--- config.mk ---
export PLATFORM = sky130hd
export DESIGN_NAME = dfi_init_sequencer
export DESIGN_NICKNAME = d
export VERILOG_FILES = /design/src/rtl/ddr_init_pkg.sv /design/src/rtl/init_timer.sv /design/src/rtl/dfi_init_sequencer.sv
export SDC_FILE = /design/constraint.sdc
export NUM_CORES = 1
export LEC_CHECK = 0
export CELL_PAD_IN_SITES_DETAIL_PLACEMENT = 2
export CELL_PAD_IN_SITES_GLOBAL_PLACEMENT = 2
export CORE_AREA = 2 2 82 84
export CTS_CLUSTER_DIAMETER = 200
export CTS_CLUSTER_SIZE = 24
export DETAILED_ROUTE_END_ITERATION = 7
export DIE_AREA = 0 0 84 86
export GPL_ROUTABILITY_DRIVEN = 0
export PLACE_DENSITY_LB_ADDON = 0.1
export SYNTH_ARGS = -nofsm -noshare
export SYNTH_HDL_FRONTEND = slang
export SYNTH_SLANG_ARGS = --single-unit
--- constraint.sdc ---
create_clock -name core_clk -period 2.15 [get_ports core_clk]
set_input_delay 0.215 -clock core_clk [delete_from_list [all_inputs] [get_ports core_clk]]
set_output_delay 0.215 -clock core_clk [all_outputs]
set_load 0.01 [all_outputs]
--- src/rtl/ddr_init_pkg.sv ---
`default_nettype none
// +--------------------------------------------------------------------------+
// | ddr_init_pkg : shared types and constants for the DDR3 init sequencer     |
// | Rev 1.0                                                                  |
// +--------------------------------------------------------------------------+
package ddr_init_pkg;

  typedef enum logic [3:0] {
    ST_IDLE      = 4'd0,
    ST_RST_HOLD  = 4'd1,
    ST_CKE_HOLD  = 4'd2,
    ST_XPR_WAIT  = 4'd3,
    ST_MRS_ISSUE = 4'd4,
    ST_MRS_WAIT  = 4'd5,
    ST_ZQ_ISSUE  = 4'd6,
    ST_ZQ_WAIT   = 4'd7,
    ST_DONE      = 4'd8
  } init_state_e;

  typedef struct packed {
    logic cs_n;
    logic ras_n;
    logic cas_n;
    logic we_n;
  } dfi_cmd_t;

  localparam dfi_cmd_t c_cmd_des  = 4'b1111;
  localparam dfi_cmd_t c_cmd_nop  = 4'b0111;
  localparam dfi_cmd_t c_cmd_mrs  = 4'b0000;
  localparam dfi_cmd_t c_cmd_zqcl = 4'b0110;

  // Issue order by index: element [0] is MR2, then MR3, MR1, MR0.
  localparam logic [3:0][1:0] c_mr_order    = {2'd0, 2'd1, 2'd3, 2'd2};
  localparam logic [1:0]      c_mr_last_idx = 2'd3;

  function automatic int max_of(input int a, input int b);
    return (a > b) ? a : b;
  endfunction

endpackage : ddr_init_pkg
`default_nettype wire

--- src/rtl/init_timer.sv ---
`default_nettype none
// +--------------------------------------------------------------------------+
// | init_timer : loadable down-counter that parks at zero                    |
// | Rev 1.0                                                                  |
// +--------------------------------------------------------------------------+
module init_timer #(
  parameter int WIDTH = 8
) (
  input  logic             core_clk,
  input  logic             core_arstn,
  input  logic             load_i,
  input  logic [WIDTH-1:0] value_i,
  output logic             zero_o
);

  logic [WIDTH-1:0] count_q;
  logic [WIDTH-1:0] count_d;

  always_comb begin
    count_d = count_q;
    if (load_i) begin
      count_d = value_i;
    end else if (count_q != '0) begin
      count_d = count_q - WIDTH'(1);
    end
  end

  always_ff @(posedge core_clk or negedge core_arstn) begin
    if (!core_arstn) begin
      count_q <= '0;
    end else begin
      count_q <= count_d;
    end
  end

  assign zero_o = (count_q == '0);

endmodule : init_timer
`default_nettype wire

--- src/rtl/dfi_init_sequencer.sv ---
`default_nettype none
// +--------------------------------------------------------------------------+
// | dfi_init_sequencer : DDR3 power-up / MRS / ZQCL bring-up on DFI           |
// | Rev 1.0                                                                  |
// +--------------------------------------------------------------------------+
module dfi_init_sequencer
  import ddr_init_pkg::*;
#(
  parameter int          T_RESET  = 80000,
  parameter int          T_CKE    = 200000,
  parameter int          T_XPR    = 108,
  parameter int          T_MRD    = 4,
  parameter int          T_MOD    = 12,
  parameter int          T_ZQINIT = 512,
  parameter logic [15:0] MR0_VAL  = 16'h0000,
  parameter logic [15:0] MR1_VAL  = 16'h0000,
  parameter logic [15:0] MR2_VAL  = 16'h0000,
  parameter logic [15:0] MR3_VAL  = 16'h0000,
  parameter int          ADDR_W   = 16,
  parameter int          BANK_W   = 3
) (
  input  logic              core_clk,
  input  logic              core_arstn,
  input  logic              init_start,
  output logic              init_busy,
  output logic              init_done,
  output logic              dfi_reset_n,
  output logic              dfi_cke,
  output logic              dfi_odt,
  output logic              dfi_cs_n,
  output logic              dfi_ras_n,
  output logic              dfi_cas_n,
  output logic              dfi_we_n,
  output logic [ADDR_W-1:0] dfi_address,
  output logic [BANK_W-1:0] dfi_bank
);

  localparam int T_MAX = max_of(max_of(max_of(T_RESET, T_CKE), max_of(T_XPR, T_MRD)),
                                max_of(T_MOD, T_ZQINIT));
  localparam int TW    = $clog2(T_MAX + 1);

  // Timer holds remaining cycles minus one; the wait states already lose one
  // cycle to the preceding single-cycle issue state, hence the -2 loads.
  localparam logic [TW-1:0] c_ld_reset = TW'(T_RESET - 1);
  localparam logic [TW-1:0] c_ld_cke   = TW'(T_CKE - 1);
  localparam logic [TW-1:0] c_ld_xpr   = TW'(T_XPR - 1);
  localparam logic [TW-1:0] c_ld_mrd   = TW'(T_MRD - 2);
  localparam logic [TW-1:0] c_ld_mod   = TW'(T_MOD - 2);
  localparam logic [TW-1:0] c_ld_zq    = TW'(T_ZQINIT - 2);

  localparam logic [ADDR_W-1:0] c_zq_addr = ADDR_W'(16'h0400);

  init_state_e       state_q, state_d;
  logic [1:0]        mr_idx_q, mr_idx_d;
  logic              tmr_load;
  logic [TW-1:0]     tmr_val;
  logic              tmr_zero;

  dfi_cmd_t          cmd_q, cmd_d;
  logic [ADDR_W-1:0] addr_q, addr_d;
  logic [BANK_W-1:0] bank_q, bank_d;
  logic              reset_n_q, reset_n_d;
  logic              cke_q, cke_d;
  logic              busy_q, busy_d;
  logic              done_q, done_d;
  logic [1:0]        mr_num_d;

  init_timer #(
    .WIDTH (TW)
  ) u_timer (
    .core_clk   (core_clk),
    .core_arstn (core_arstn),
    .load_i     (tmr_load),
    .value_i    (tmr_val),
    .zero_o     (tmr_zero)
  );

  always_comb begin
    state_d  = state_q;
    mr_idx_d = mr_idx_q;
    tmr_load = 1'b0;
    tmr_val  = '0;
    unique case (state_q)
      ST_IDLE: begin
        if (init_start) begin
          state_d  = ST_RST_HOLD;
          mr_idx_d = 2'd0;
          tmr_load = 1'b1;
          tmr_val  = c_ld_reset;
        end
      end
      ST_RST_HOLD: begin
        if (tmr_zero) begin
          state_d  = ST_CKE_HOLD;
          tmr_load = 1'b1;
          tmr_val  = c_ld_cke;
        end
      end
      ST_CKE_HOLD: begin
        if (tmr_zero) begin
          state_d  = ST_XPR_WAIT;
          tmr_load = 1'b1;
          tmr_val  = c_ld_xpr;
        end
      end
      ST_XPR_WAIT: begin
        if (tmr_zero) begin
          state_d = ST_MRS_ISSUE;
        end
      end
      ST_MRS_ISSUE: begin
        state_d  = ST_MRS_WAIT;
        tmr_load = 1'b1;
        tmr_val  = (mr_idx_q == c_mr_last_idx) ? c_ld_mod : c_ld_mrd;
      end
      ST_MRS_WAIT: begin
        if (tmr_zero) begin
          if (mr_idx_q == c_mr_last_idx) begin
            state_d = ST_ZQ_ISSUE;
          end else begin
            state_d  = ST_MRS_ISSUE;
            mr_idx_d = mr_idx_q + 2'd1;
          end
        end
      end
      ST_ZQ_ISSUE: begin
        state_d  = ST_ZQ_WAIT;
        tmr_load = 1'b1;
        tmr_val  = c_ld_zq;
      end
      ST_ZQ_WAIT: begin
        if (tmr_zero) begin
          state_d = ST_DONE;
        end
      end
      ST_DONE: begin
        state_d = ST_DONE;
      end
      default: begin
        state_d = ST_IDLE;
      end
    endcase
  end

  // Outputs are decoded from the next state so they change on the entry edge.
  assign mr_num_d = c_mr_order[mr_idx_d];

  always_comb begin
    cmd_d     = c_cmd_nop;
    addr_d    = '0;
    bank_d    = '0;
    reset_n_d = 1'b1;
    cke_d     = 1'b1;
    busy_d    = 1'b1;
    done_d    = 1'b0;
    case (state_d)
      ST_IDLE: begin
        cmd_d     = c_cmd_des;
        reset_n_d = 1'b0;
        cke_d     = 1'b0;
        busy_d    = 1'b0;
      end
      ST_RST_HOLD: begin
        cmd_d     = c_cmd_des;
        reset_n_d = 1'b0;
        cke_d     = 1'b0;
      end
      ST_CKE_HOLD: begin
        cmd_d = c_cmd_des;
        cke_d = 1'b0;
      end
      ST_MRS_ISSUE: begin
        cmd_d  = c_cmd_mrs;
        bank_d = BANK_W'(mr_num_d);
        case (mr_num_d)
          2'd0: addr_d = ADDR_W'(MR0_VAL);
          2'd1: addr_d = ADDR_W'(MR1_VAL);
          2'd2: addr_d = ADDR_W'(MR2_VAL);
          2'd3: addr_d = ADDR_W'(MR3_VAL);
        endcase
      end
      ST_ZQ_ISSUE: begin
        cmd_d  = c_cmd_zqcl;
        addr_d = c_zq_addr;
      end
      ST_DONE: begin
        busy_d = 1'b0;
        done_d = 1'b1;
      end
      default: begin
        cmd_d = c_cmd_nop;
      end
    endcase
  end

  always_ff @(posedge core_clk or negedge core_arstn) begin
    if (!core_arstn) begin
      state_q   <= ST_IDLE;
      mr_idx_q  <= 2'd0;
      cmd_q     <= c_cmd_des;
      addr_q    <= '0;
      bank_q    <= '0;
      reset_n_q <= 1'b0;
      cke_q     <= 1'b0;
      busy_q    <= 1'b0;
      done_q    <= 1'b0;
    end else begin
      state_q   <= state_d;
      mr_idx_q  <= mr_idx_d;
      cmd_q     <= cmd_d;
      addr_q    <= addr_d;
      bank_q    <= bank_d;
      reset_n_q <= reset_n_d;
      cke_q     <= cke_d;
      busy_q    <= busy_d;
      done_q    <= done_d;
    end
  end

  assign dfi_cs_n    = cmd_q.cs_n;
  assign dfi_ras_n   = cmd_q.ras_n;
  assign dfi_cas_n   = cmd_q.cas_n;
  assign dfi_we_n    = cmd_q.we_n;
  assign dfi_address = addr_q;
  assign dfi_bank    = bank_q;
  assign dfi_reset_n = reset_n_q;
  assign dfi_cke     = cke_q;
  assign dfi_odt     = 1'b0;
  assign init_busy   = busy_q;
  assign init_done   = done_q;

endmodule : dfi_init_sequencer
`default_nettype wire

# Word-level counts from Yosys, hierarchy flattened
# Index checks and enable logic that the tools add are counted.
# totals
mem_bits_rw	0
elab_cells	77
n_memories	0
latchBits	0
ff_bits	51
inputBits	3
mem_bits_ro	0
output_inout_bits	28
# classes
reduce_logical	12
magnitude_cmp	1
addsub	2
shifts	0
n_eq_ne	17
multipliers	0
bitwise_logic	0
mux	32
n_div	0
# op_table
cell	count
one-hot mux 18 bit (5 select lines)	1
two-way mux 18 bit	3
one-hot mux 4 bit (9 select lines)	1
one-hot mux 16 bit (2 select lines)	1
two-way mux 4 bit	7
equality test 4 x 3 -> 1 bit, second input constant	6
zero test 18 bit	1
nonzero test 18 bit	1
subtractor 18 x 1 -> 18 bit, second input constant	1
two-way mux 17 bit	1
two-way mux 16 bit	1
equality test 4 x 2 -> 1 bit, second input constant	3
two-way mux 2 bit	6
one-hot mux 4 bit (3 select lines)	1
equality test 4 x 1 -> 1 bit, second input constant	2
equality test 4 bit, second input constant	2
zero test 4 bit	2
OR reduction 2 bit	4
two-way mux 7 bit	1
equality test 2 bit, second input constant	3
two-way mux 1 bit	6
binary-select mux 2 bit (select 2 bit)	1
one-hot mux 2 bit (2 select lines)	1
OR reduction 4 bit	1
other kinds (7)	7

# Longest topological paths before layout
# Gate-level depths: netlist (run 1).
# logic_depth
ltp_word	10
ltp_mapped	8

# By module
# A second synthesis (run 1) with hierarchy kept.
# hier_totals
hier_cells	239
area_unflattened_um2	2180.8
# by_module_without_submodules
mod	n_inst	area_per_inst_um2	cells_per_inst
init_timer	1	1141.1	127
dfi_init_sequencer	1	1039.7	112

# Worst setup path before layout (run 1)
# OpenSTA, ideal clock, no wires.
# synth_timing
path_kind	register to register
startpoint	reg u_timer.count_q[0]
endpoint	reg u_timer.count_q[6]
setup_slack_ps	225
arrival_time_ps	1799
period_less_slack_ps	1925
path_buffers	1
stages_incl_launch_ff	9
required_time_ps	2024
cell_sequence	dfrtp_1 -> inv_1 -> ha_1 -> nor3b_1 -> nand4_2 -> o41ai_4 -> buf_6 -> o32a_1 -> nor2_1
# synth_via
elab_chain_len	4
# synth_lines
element	line	source
from (decl)	init_timer.sv:16	logic [WIDTH-1:0] count_q;
from (signal assigned)	init_timer.sv:32	count_q <= count_d;
parallel branches: the longest is 4 deep, another holds subtractor 18 x 1 -> 18 bit	-	
# Parallel ways; which one is timed is not known. The select of a mux whose other input is x is not followed.
# A chain may end at the register's enable or synchronous reset.

# Final worst setup path (run 1)
# layout_timing
startpoint	reg u_timer.count_q[13]
endpoint	reg u_timer.count_q[3]
# layout_via
elab_chain_len	4
# layout_lines
element	line	source
zero test 18 bit	init_timer.sv:36	assign zero_o = (count_q == '0);
two-way mux 7 bit, or another cell as far along	dfi_init_sequencer.sv:100	if (tmr_zero) begin
one-hot mux 18 bit (5 select lines) or one-hot mux 1 bit (3 select lines) (tied branches)	dfi_init_sequencer.sv:83	unique case (state_q)
two-way mux 18 bit or nonzero test 2 bit (tied branches)	-	
# Several ways; a longest one is shown, not always the timed one.

==> run summary, run 1 <==
IR analysis of the VDD net gives a maximum drop of 0.331 mV. The fraction of final layout cells sized beyond drive strength 1 is 18.1%. In this run, synthesis inferred 0 flip-flops with an integrated enable. Setup repair after global routing left no endpoint under its margin. The buffer levels on the longest clock path is 2. The maximum fanout along the worst path is 9. The worst setup path is launched from a flop. The initial core utilization is 32.6%. The clock period could shrink to 2.05 ns.

Data arrives at the worst endpoint at 2.25 ns. The placeable core region came out at 6280 um2. The wire length of the first global-routing pass came out at 10,500 um. The total negative setup slack is 0 ns. The die area came out at 7220 um2. The final-report setup violation count is 0.

The synthesized area per cell is 9.61 um2. After detailed routing, the number of remaining DRC violations is 0. The tightest hold path in the finished design has a slack of 0.352 ns. The static leakage power came out at around 0.00099 uW. The CTS tree is yes. STA puts the critical path data required time at roughly 2.4 ns. The number of H-tree branching levels came out at 2.

The warning count from the yosys run is 0. The number of library cell types mapped by synthesis is 49. The violation count after the first detailed-route iteration came out at 33. The hold violation count in the final report is 0. The tightest min-delay check is of the in -> async type. The leading cell type in the layout, fill and taps excluded is sky130_fd_sc_hd__dfrtp_1. The overall via count from detail_route came out at 1,671. The post-synthesis sequential area ratio came out at 41.7%. Using the TritonRoute via totals, the vias-per-cell ratio works out to between 5 and 6.

The post-synthesis instance area came out at 2050 um2. The post-CTS setup-driven buffer insertion count is 0. The power per unit of standard cell area is between 800 and 900 nW/um2.

The number of flip-flops and latches in the synthesized netlist is 34. Entering global routing, the biggest net connects 35 pins. The number of global-route vias before repair is about 1,900. The floorplan step set the die height to 86 um. The root buffer cell chosen for the clock tree is sky130_fd_sc_hd__clkbuf_8. The share of synthesized flip-flops with an asynchronous set or reset is 100%. After clock tree synthesis, the clock-pin slew on the worst setup and hold paths is around 0.070 ns. The area growth from synthesis to layout came out at 17.1%. The repair_antennas step left the layout with diodes totalling 0. The global-route usage over all layers is a little under a fifth. The count of final max-slew check failures came to 0. The number of antenna-violating nets in the routed design is 0.

In the synthesized netlist the dominant register cell turns out to be sky130_fd_sc_hd__dfrtp_1. At the end of the flow, the number of nets in the layout was 247. Summed over all nets, the half-perimeter wirelength after detailed placement is around 4700 um. The routed wire length is 6220 um. The flow ran to the end, and the final reports show no timing, DRC or antenna violations.

The first detailed-routing pass took 4 iterations. The max-cap violation count came out at 0. The worst setup path is captured at a flop. The part of the cycle the worst path needs came out at 95.5%. The number of buffers inserted by port buffering came out at 13.

The die is 84 um wide. The mean routed wirelength per cell came out at 19.5 um. The aggregate global routing overflow is 0. The maximum clock skew at final layout is about 0.0076 ns. The setup path with the least slack is of type reg -> reg. The initial antenna violation count came out at 0. The number of sinks on the clock net came out at 34. In the layout the commonest cells are sky130_fd_sc_hd__dfrtp_1 (31), sky130_fd_sc_hd__nor2_1 (28), sky130_fd_sc_hd__buf_4 (20). The site row count is 29.

The highest achievable clock rate is between 400 and 500 MHz. The number of top-level pins is 31. The cell count after synthesis came out at 213. The number of buffers created by CTS is 5. At the later pin of the worst-skew pair, clock insertion delay measures between 0.2 and 0.3 ns.
==> critical path, stage by stage, from the launching register on <==
cell and delay, ns:
sky130_fd_sc_hd__dfrtp_1 0.44, sky130_fd_sc_hd__nor4_2 0.49, sky130_fd_sc_hd__nand4_2 0.22, sky130_fd_sc_hd__o41ai_4 0.34
sky130_fd_sc_hd__buf_4 0.24, sky130_fd_sc_hd__a21oi_1 0.07, sky130_fd_sc_hd__a22oi_1 0.16
==> flip-flops by register name, indices dropped and copies added (netlist names) <==
name,cells
state_q,4
dfi_cs_n,1
init_busy,1
dfi_address,1
dfi_we_n,1
u_timer.count_q,18
dfi_cas_n,1
dfi_bank,2
mr_idx_q,2
init_done,1
dfi_cke,1
dfi_reset_n,1
==> cell families (layout without fill, tap and decap cells) <==
logic type / after synthesis / in the layout / synth area share (%)
buffers and inverters: 31 / 45 / 9.60
AND/OR/NAND/NOR: 85 / 85 / 23.8
adder cells (fa/ha/maj): 2 / 2 / 1.22
flip-flops: 34 / 34 / 41.7
XOR/XNOR: 16 / 16 / 6.85
other: 1 / 17 / 0.183
multiplexers: 4 / 4 / 2.20
AO/OA/AOI/OAI: 40 / 40 / 14.4
==> layer usage <==
metal / wire (um) / track usage [%]
met1: 2680 / 22.8
met2: 3300 / 33.8
met3: 139 / 3.08
met4: 110 / 6.01
met5: 0 / 0
==> what timing repair did <==
item,CTS,global route
hold buffers,0,0
setup endpoints to repair,19,12
hold endpoints to repair,0,0
resized for setup,2,2
==> Yosys cell counts, types with 2 or more instances <==
cell type | n | share of area [%]
sky130_fd_sc_hd__o221ai_1 | 3 | 1.3
sky130_fd_sc_hd__nor2b_1 | 6 | 1.8
sky130_fd_sc_hd__or3_1 | 2 | 0.61
sky130_fd_sc_hd__xnor2_1 | 9 | 3.9
sky130_fd_sc_hd__nand3_1 | 5 | 1.2
sky130_fd_sc_hd__a21oi_1 | 4 | 0.98
sky130_fd_sc_hd__and4_1 | 2 | 0.86
sky130_fd_sc_hd__o211ai_1 | 2 | 0.73
sky130_fd_sc_hd__clkbuf_1 | 6 | 1.1
sky130_fd_sc_hd__nand2b_1 | 4 | 1.2
sky130_fd_sc_hd__a21o_1 | 2 | 0.73
sky130_fd_sc_hd__nand4_1 | 4 | 1.2
sky130_fd_sc_hd__o21ai_0 | 12 | 2.9
sky130_fd_sc_hd__dfstp_2 | 3 | 3.9
sky130_fd_sc_hd__inv_1 | 4 | 0.73
sky130_fd_sc_hd__mux2_2 | 4 | 2.2
sky130_fd_sc_hd__dfrtp_1 | 31 | 38
sky130_fd_sc_hd__nand2_1 | 11 | 2.0
sky130_fd_sc_hd__o21a_1 | 2 | 0.73
sky130_fd_sc_hd__ha_1 | 2 | 1.2
sky130_fd_sc_hd__nor3b_1 | 2 | 0.73
sky130_fd_sc_hd__a31oi_1 | 3 | 0.92
sky130_fd_sc_hd__nor3_1 | 8 | 2.0
sky130_fd_sc_hd__nor2_1 | 28 | 5.1
sky130_fd_sc_hd__o22ai_1 | 2 | 0.61
sky130_fd_sc_hd__nor4_1 | 4 | 1.2
sky130_fd_sc_hd__nor4_4 | 2 | 2.1
sky130_fd_sc_hd__buf_4 | 19 | 7.0
sky130_fd_sc_hd__xor2_1 | 7 | 3.0
==> path summary, 6_finish.rpt <==
| kind | startpoint | slack (ns) | to | cells past startpoint |
|---|---|---|---|---|
| min in group core_clk | mr_idx_q[0] | 0.56 | mr_idx_q[0] | 1 |
| min | core_arstn | 0.35 | state_q[1] | 2 |
| max in group asynchronous | core_arstn | 1.45 | dfi_cas_n | 2 |
| min reg2reg | mr_idx_q[0] | 0.56 | mr_idx_q[0] | 1 |
| max reg2reg | u_timer.count_q[13] | 0.1 | u_timer.count_q[3] | 6 |
| max | u_timer.count_q[13] | 0.1 | u_timer.count_q[3] | 6 |
==> report_power, final <==
| part | switching, uW | internal (uW) |
|---|---|---|
| registers | 182 | 762 |
| clock network | 239 | 230 |
| logic | 322 | 276 |
==> layout make-up <==
type	count	area [um2]
flip-flops and latches	34	855
clock buffers	8	80.1
well taps	77	96.3
multi-input cells	164	1070
fillers	708	3880
repair buffers	33	280
inverters	4	15.0
==> metrics by stage <==
stage | utilization (%) | power (uW) | area, um2 | setup slack [ns] | std cells
global route | 38.2 | 2150 | 2400 | 0.000335 | 320
CTS | 38.1 | 2050 | 2390 | 0.0705 | 320
finish | 38.2 | 2010 | 2400 | 0.0977 | 320
global placement | 36.7 | 1500 | 2300 | 0.124 | 312
floorplan | - | 1320 | 2110 | 0.225 | 229
detailed placement | 36.7 | 1550 | 2300 | -0.0360 | 312
Note: power is estimated with default switching activity, not from simulation.
==> run 2: changes to the inputs <==
- CORE_AREA: 2 2 82 84 -> 2 2 86 88
- DIE_AREA: 0 0 84 86 -> 0 0 88 90
- SKIP_CTS_REPAIR_TIMING: not set -> 1
- clock period: 2.15 -> 1.8 ns (I/O delays scaled with it)
==> run 2 against run 1 <==
  * The flow now finishes with violations (negative setup slack)
  * Core utilization up 3.7 points
  * Non-clock buffer count rose by 34
  * Worst setup slack worse by 0.23 ns
  * Sequential share of layout area down 6.5 points
  * Global-route usage down 0.80 points
  * Power up 40%
==> run summary, run 2 (synthesized netlist as in run 1, its figures left out) <==
The run finished, with violations left. The final reports fail on negative setup slack. The clock root buffer is sky130_fd_sc_hd__clkbuf_8. The routed layout has 1,799 vias. In this run the remaining antenna-violating nets after routing total 0. The length of the first detailed-routing pass in iterations is 4. The HPWL after detailed placement is 5070 um.

u_timer.count_q holds more flip-flops than any other register. Setup total negative slack on the finished layout was measured at -1.04 ns. The number of buffers created by CTS came out at 5.

In this run the power density over the cells is 960 nW/um2. Including well taps, the total number of placed cells is 361. The global-route usage over all layers is 17.9%. The register with the most flip-flops in the layout has 18 of them. After the flow finishes, the layout carries non-filler instances totaling 376. In this run the power spent charging and discharging nets is 1050 uW.

The number of H-tree branching levels came out at 2. The top cell types in the final layout, fill and taps aside, are sky130_fd_sc_hd__buf_4 (45), sky130_fd_sc_hd__dfrtp_1 (30), sky130_fd_sc_hd__nor2_1 (25). Combinational cells account for 39.4% of the total power. The tightest hold path in the finished design has a slack of 0.295 ns.

The fraction of final layout cells sized beyond drive strength 1 is about two fifths. The floorplan step defined a core boundary enclosing 7020 um2. The number of nets in the final layout came out at approximately 280. The vertical die dimension came out at 90 um. The number of global-route vias before repair came out at 2,040.

The critical path in this run is classified as reg -> reg. TritonCTS built the clock tree. The power share of the sequential group came out at a little under two fifths.

The site row count is 31. The data arrival time at the worst-slack endpoint came out at 2.13 ns. The average via count per standard cell is around 4.8.

The clock-pin transition on the worst setup and hold timing paths is 0.07 ns. The worst setup path is launched from a flop. The buffer levels on the longest clock path came out at 2. For flop-to-flop paths, the worst setup slack is -0.13 ns. The pin count of the biggest net entering global routing came out at 35. The area growth from synthesis to layout is 43.6%.

The internal power is 1770 uW. In the final layout, the registers with the most flip-flops are u_timer.count_q: 18 flops, state_q: 4 flops. The number of buffers inserted by port buffering came out at 13. The floorplan step defined a die boundary enclosing 7920 um2.

Across the VDD grid, the largest voltage drop is 0.297 mV. The data required time at the worst endpoint came out at around 2 ns. The highest achievable clock rate is around 520 MHz.

Net switching is 37.1% of the power. The initial core utilization came out at between 20 and 30%. The relative contribution of the clock network to total power is 22.2%. The hold violation count in the final report was 0. The initial antenna violation count came to 0. Max-cap violations in this run came to 0. The number of top-level pins came out at 31. The maximum clock skew at final layout is 0.00693 ns. The count of final max-slew check failures is 0. The leading cell type in the layout, fill and taps excluded is sky130_fd_sc_hd__buf_4. The worst min-delay path class is in -> async.

The residual DRC count came out at 0. The worst setup slack before clock tree synthesis came out at -0.182 ns. The tree built by TritonCTS fans out to 34 sinks.

The final critical path takes up 107% of the cycle. The mean routed wirelength per cell came out at between 15 and 20 um. The setup slack of the critical path after layout is -0.130 ns. After layout, the minimum clock period comes to 1.93 ns. The aggregate global routing overflow came out at 0. Setup repair after global routing could not meet its margin everywhere. The routed wire length came out at 6960 um.

The die width is slightly below 90 um. The number of antenna diodes in the final layout is 0. The maximum fanout along the worst path came out at 5. The clock latency reported for the late side of the worst-skew pair came out at 0.31 ns. STA classifies the critical path endpoint as a flop. The violation count after the first detailed-route iteration is 89.

The first global-routing pass estimated 10,700 um of wire. The final-report setup violation count came out at 17. The static leakage power is 0.00121 uW.
-- run 2: critical path: stages, from the launching register on --
cell and delay (ns):
sky130_fd_sc_hd__dfrtp_1 0.41, sky130_fd_sc_hd__nor4_2 0.31, sky130_fd_sc_hd__buf_4 0.19, sky130_fd_sc_hd__and4_4 0.30
sky130_fd_sc_hd__nand3_4 0.11, sky130_fd_sc_hd__mux2_4 0.32, sky130_fd_sc_hd__a21o_1 0.18
-- run 2: area by class of cell --
class	count	area, um2
fill	752	4080
sequential	34	856
multi-input combinational	164	1270
tap	99	124
inverter	4	15.0
clock inverter	1	5.00
clock buffer	7	86.3
timing repair buffer	67	582
-- run 2: through the flow --
step	total power, uW	utilization [%]	cell area, um2
2_1_floorplan	1580	-	2120
3_3_place_gp	1930	36.1	2540
3_5_place_dp	1990	36.1	2540
4_1_cts	2630	37.4	2630
5_1_grt	3000	41.9	2940
6_report	2820	41.9	2940
-- run 2: worst paths after layout --
kind / to / from / depth (start not counted)
setup / recovery: dfi_cke / u_timer.count_q[14] / 6
hold / removal: u_timer.count_q[13] / core_arstn / 2
setup reg to reg: dfi_cke / u_timer.count_q[14] / 6
hold reg to reg: mr_idx_q[0] / mr_idx_q[0] / 1
max in group asynchronous: dfi_cs_n / core_arstn / 2
min in group core_clk: mr_idx_q[0] / mr_idx_q[0] / 1
-- run 2: metal layers --
metal	vias up	GRT usage [%]	routed length [um]
met4	0	5.26	166
met5	-	0	0
met1	933	20.2	2790
met2	16	32.6	3890
li1	840	-	-
met3	10	4.22	124
-- run 2: power by group through the flow --
stage / clock, uW / combinational, uW / sequential [uW]
2_1_floorplan: 0 / 482 / 1100
6_report: 626 / 1110 / 1080
5_1_grt: 683 / 1210 / 1100
3_5_place_dp: 0 / 896 / 1090
3_3_place_gp: 0 / 853 / 1080
4_1_cts: 649 / 903 / 1080
